`config.mk`:
```
export PLATFORM = sky130hd
export DESIGN_NAME = sram_access_controller
export DESIGN_NICKNAME = d
export VERILOG_FILES = /design/src/rtl/sram_access_controller.sv
export SDC_FILE = /design/constraint.sdc
export NUM_CORES = 1
export LEC_CHECK = 0
export ABC_AREA = 1
export CAP_MARGIN = 25
export CORE_MARGIN = 5
export CORE_UTILIZATION = 49
export CTS_BUF_LIST = sky130_fd_sc_hd__clkbuf_4 sky130_fd_sc_hd__clkbuf_8
export CTS_CLUSTER_DIAMETER = 30
export DETAILED_ROUTE_END_ITERATION = 8
export PLACE_DENSITY = 0.89
export REMOVE_ABC_BUFFERS = 1
export SYNTH_ARGS = -nofsm -noshare
export SYNTH_HDL_FRONTEND = slang
export SYNTH_SLANG_ARGS = --single-unit
```
`constraint.sdc`:
```
create_clock -name clk -period 2.6 [get_ports clk]
set_input_delay 0.39 -clock clk [delete_from_list [all_inputs] [get_ports clk]]
set_output_delay 0.39 -clock clk [all_outputs]
set_load 0.02 [all_outputs]
```
`src/rtl/sram_access_controller.sv`:
```
`default_nettype none
// ============================================================================
//  Module      : sram_access_controller
//  Description : Splits a 32-bit MEM-stage load/store into two half-word
//                accesses on a 16-bit external SRAM. Each half-word access
//                lasts WAIT_CYCLES cycles. ready stalls the pipeline until
//                the word transfer is complete.
//  Revision    : 1.0 - initial release
// ============================================================================
module sram_access_controller #(
    parameter int          WAIT_CYCLES = 3,
    parameter int          ADDR_WIDTH  = 18,
    parameter logic [31:0] MEM_BASE    = 32'd1024
) (
    input  logic                  clk,
    input  logic                  rst,
    input  logic                  rd_en,
    input  logic                  wr_en,
    input  logic [31:0]           address,
    input  logic [31:0]           write_data,
    output logic [31:0]           read_data,
    output logic                  ready,
    output logic [ADDR_WIDTH-1:0] sram_addr,
    output logic [15:0]           sram_dq_out,
    input  logic [15:0]           sram_dq_in,
    output logic                  sram_dq_oe,
    output logic                  sram_we_n
);

    localparam int                 c_CNT_W    = (WAIT_CYCLES > 1) ? $clog2(WAIT_CYCLES) : 1;
    localparam logic [c_CNT_W-1:0] c_CNT_LAST = c_CNT_W'(WAIT_CYCLES - 1);

    typedef enum logic [1:0] {
        S_IDLE = 2'd0,
        S_LOW  = 2'd1,
        S_HIGH = 2'd2,
        S_DONE = 2'd3
    } state_t;

    state_t                r_state;
    state_t                w_state_next;
    logic [c_CNT_W-1:0]    r_cnt;
    logic [ADDR_WIDTH-2:0] r_word;
    logic [31:0]           r_wdata;
    logic                  r_op_wr;
    logic [31:0]           r_read_data;

    logic                  w_req;
    logic                  w_last;
    logic [31:0]           w_offset;
    logic                  w_unused_offset_bits;

    assign w_req    = rd_en | wr_en;
    assign w_last   = (r_cnt == c_CNT_LAST);
    // Offset into data memory; wraps modulo 2^32 for addresses below MEM_BASE.
    assign w_offset = address - MEM_BASE;
    // Byte-lane bits and word bits beyond the SRAM are deliberately dropped.
    assign w_unused_offset_bits = ^{w_offset[31:ADDR_WIDTH+1], w_offset[1:0]};

    assign read_data = r_read_data;

    // State register.
    always_ff @(posedge clk or negedge rst) begin
        if (!rst) begin
            r_state <= S_IDLE;
        end else begin
            r_state <= w_state_next;
        end
    end

    // Phase counter: restarts on every state change, counts within LOW/HIGH.
    always_ff @(posedge clk or negedge rst) begin
        if (!rst) begin
            r_cnt <= '0;
        end else if (r_state != w_state_next) begin
            r_cnt <= '0;
        end else if (r_state == S_LOW || r_state == S_HIGH) begin
            r_cnt <= r_cnt + 1'b1;
        end
    end

    // Request latch: the controller works only from these copies.
    always_ff @(posedge clk or negedge rst) begin
        if (!rst) begin
            r_word  <= '0;
            r_wdata <= '0;
            r_op_wr <= 1'b0;
        end else if (r_state == S_IDLE && w_req) begin
            r_word  <= w_offset[ADDR_WIDTH:2];
            r_wdata <= write_data;
            r_op_wr <= wr_en;
        end
    end

    // Read capture at the last cycle of each half-word phase.
    always_ff @(posedge clk or negedge rst) begin
        if (!rst) begin
            r_read_data <= '0;
        end else if (!r_op_wr && w_last) begin
            if (r_state == S_LOW) begin
                r_read_data[15:0] <= sram_dq_in;
            end else if (r_state == S_HIGH) begin
                r_read_data[31:16] <= sram_dq_in;
            end
        end
    end

    // Next-state, SRAM pin drive and pipeline handshake.
    always_comb begin
        w_state_next = r_state;
        ready        = 1'b0;
        sram_addr    = '0;
        sram_dq_out  = '0;
        sram_dq_oe   = 1'b0;
        sram_we_n    = 1'b1;
        case (r_state)
            S_IDLE: begin
                ready = ~w_req;
                if (w_req) begin
                    w_state_next = S_LOW;
                end
            end
            S_LOW: begin
                sram_addr = {r_word, 1'b0};
                if (r_op_wr) begin
                    sram_dq_out = r_wdata[15:0];
                    sram_dq_oe  = 1'b1;
                    sram_we_n   = 1'b0;
                end
                if (w_last) begin
                    w_state_next = S_HIGH;
                end
            end
            S_HIGH: begin
                sram_addr = {r_word, 1'b1};
                if (r_op_wr) begin
                    sram_dq_out = r_wdata[31:16];
                    sram_dq_oe  = 1'b1;
                    sram_we_n   = 1'b0;
                end
                if (w_last) begin
                    w_state_next = S_DONE;
                end
            end
            S_DONE: begin
                // Requests here belong to the instruction being released.
                ready        = 1'b1;
                w_state_next = S_IDLE;
            end
            default: begin
                w_state_next = S_IDLE;
            end
        endcase
    end

endmodule
`default_nettype wire
```
==> results of run 1 <==
-- metal layers --
metal | vias to the layer above | GRT usage [%] | share of wire (%) | routed length, µm
li1 | 1747 | - | - | -
met1 | 1636 | 25.4 | 40 | 4080
met2 | 114 | 36.9 | 53 | 5330
met3 | 17 | 3.86 | 4.8 | 486
met4 | 0 | 9.35 | 2.4 | 243
met5 | - | 0 | 0 | 0
-- report_power, final --
| part | internal [µW] | switching, µW | total [µW] |
|---|---|---|---|
| registers | 1970 | 324 | 2290 |
| clock network | 467 | 467 | 934 |
| logic | 1180 | 1820 | 3000 |
| total | 3610 | 2620 | 6230 |
-- cell type report --
| cell class | count | area, µm² | share of cell area, % |
|---|---|---|---|
| clock buffers | 10 | 138 | 2.51 |
| clock inverters | 5 | 58.8 | 1.07 |
| inverters | 50 | 188 | 3.42 |
| multi-input cells | 324 | 1450 | 26.4 |
| flip-flops and latches | 86 | 2150 | 39.2 |
| well taps | 102 | 128 | 2.32 |
| repair buffers | 146 | 1380 | 25.1 |
-- how the worst max path moves through the flow --
stage / start / end / slack [ps]
after global placement: r_state[1] / sram_addr[2] / 170
after detailed placement: r_state[1] / sram_addr[7] / 60
after floorplan: r_state[0] / r_word[12] / 340
after global routing: r_state[0] / sram_addr[7] / 50
final: r_state[0] / sram_dq_out[3] / 160
after CTS: r_state[0] / sram_dq_out[7] / 20
-- kinds of logic (layout without fill, tap and decap cells) --
| logic type | Yosys count | count (layout) | synth area share (%) |
|---|---|---|---|
| buf+inv | 73 | 211 | 8.04 |
| flops | 86 | 86 | 55.1 |
| simple gates | 241 | 241 | 24.1 |
| xor+xnor | 3 | 3 | 0.673 |
| compound gates | 72 | 72 | 9.55 |
| fa+ha+maj | 8 | 8 | 2.56 |
-- worst reg2reg max path, stage by stage (launching register included) --
cell     delay [ps]
dfrtp_1         440
inv_2           140
ha_2            190
inv_1            60
nor2_4          110
buf_4           440
o21ai_0         190
o21ai_0         110
-- stage by stage --
stage | cell area, µm² | setup WS [ps]
CTS | 5490 | 23.0
global route | 5490 | 50.8
finish | 5490 | 156
detailed placement | 5320 | 58.2
floorplan | 3780 | 341
global placement | 5320 | 166
-- sequential cells by signal, summed over array words and instances (netlist names) --
name       flops
r_cnt          2
read_data     32
r_wdata       32
r_state        2
r_op_wr        1
r_word        17
-- timing repair --
action,in CTS,in global routing
endpoints found under the setup margin,35,15
cloned,0,0
resized for setup,37,29
hold endpoints to repair,0,13
hold buffers,0,1
buffers inserted,1,0
-- cells in the final DEF, fill, tap and decap left out, types with 3 or more instances in the layout --
master and instances:
nand2_1 199, dfrtp_1 86, clkbuf_8 10, clkdlybuf4s15_1 3, a21oi_1 19, clkdlybuf4s50_1 101
o21ai_0 47, dlygate4sd2_1 20, clkbuf_2 12, inv_1 48, nor2_1 26, nand3_1 9
buf_4 7, ha_1 7
==> qor.csv, run 1 <==
stage,metric,value,unit
run_status,outcome,completed,
timing,max_freq,409,MHz
place,dpl.cell_count,705,
critical_path,crit_required,2210,ps
critical_path,ff2ff_path_depth,7,
cells_and_area,drive_gt1_share,7.09,%
critical_path,critPathSlowestCell,dfrtp_1,
grt,track_usage,21.1,%
grt,grt_max_degree,87,
grt,grt_pass1_vias,3594,
synth,synth_cells,483,
critical_path,critPathMaxFanout,18,
floorplanning,die_h,99.3,µm
timing,rsz0062_at_grt,no,
cells_and_area,area_delta_synth_final,40.6,%
timing,tns,0,ps
floorplanning,core_area,7730,µm²
cells_and_area,fin_cells,723,
synth,synth_area_leaders,"dfrtp_1, nand2_1, o21ai_0",
cts,cts_buffers,9,
cts,cts_buffer_depth,2,
drt,post_drt_wl_per_cell,14.0,µm
synth,yosysTopAreaCell,dfrtp_1,
floorplanning,rows,32,
drt,vias_per_cell,4.86,
cts,cts.htree.levels,3,
critical_path,r2r_end,r_word[11],
timing,worst_slew_pin_slew,653,ps
synth,yosysMostFrequentCell,nand2_1,
synth,synth_flop_cell,dfrtp_1,
cells_and_area,final_util,71.1,%
timing,setup_viol,0,
pwr,leakagePower,0.00281,µW
min_path,hp-class,input pin to async pin,
cts,cts_sinks,86,
critical_path,path_cells,inv_2 -> ha_2 -> nand2_1 -> buf_4 -> a21oi_1 -> clkdlybuf4s15_1,
synth,ys_seq_elements,86,
critical_path,cp-start-kind,flip-flop,
floorplanning,dieArea,9860,µm²
grt,antenna_found_initial,0,
timing,hold_viol_final,0,
drt,final_antenna_net_count,0,
critical_path,crit_path_max_incr_delay,440,ps
place,portBuffers,137,
floorplanning,die_w,99.3,µm
critical_path,arrival,2050,ps
cts,clkLatencyLatePin,350,ps
synth,synth_edf_count,0,
critical_path,critical_path_class,flip-flop to primary output,
synth,yosysWarnings,0,
drt,first_pass_iters,5,
critical_path,cp_num_cells,6,
timing,fin_crit,2440,ps
synth,synth_common_cells,"nand2_1, dfrtp_1, inv_1",
pwr,ir_drop,0.481,mV
cells_and_area,nets,709,
drt,drt_iter0_markers,150,
synth,yosys.cell_types.count,25,
cts,path_clk_slew,80,ps
critical_path,critPathTopFamily,buffers and inverters,
critical_path,critPathBufInv,3,
place,gp_congestion,0.836,
synth,netlist_area,3910,µm²
drt,drc,0,
drt,num_vias,3514,
drt,wl,10.1,mm
timing,skew,9.78,ps
critical_path,ff2ff_setup_slack,840,ps
synth,yosysTopAreaCellShare,55.1,%
floorplanning,start_util,50.6,%
pwr,power_density,1130,nW/µm²
cells_and_area,diodes,0,
cells_and_area,fillers,579,
timing,maxSlewViolCount,0,
run,drv_cap,0,
floorplanning,ioPinCount,153,
timing,min_period_over_period,94.0,%
place,dp_hpwl,7.20,mm
synth,syn_avg_cell_area,8.09,µm²
pwr,total_power,6230,µW
cts,clock-root-buffer,clkbuf_8,
grt,grt_pass1_wl,16.8,mm
timing,fin_hold_ws,469,ps
cts,cts_tree,built,
synth,ys_seq_area_share,55.1,%
timing,relSlewSlack,56.4,%
critical_path,cp-end-kind,primary output,
synth,ys_async_sr_fraction,100,%
grt,grt_overflow_total,0,
critical_path,rr_startpoint,r_state[0],
Note: power is estimated with default switching activity, not from simulation.
==> run 2: changes to the inputs <==
Settings changed: CTS_CLUSTER_SIZE set to 16.
==> results of run 2 <==
The final DEF is identical to that of run 1; final timing and power are the same.
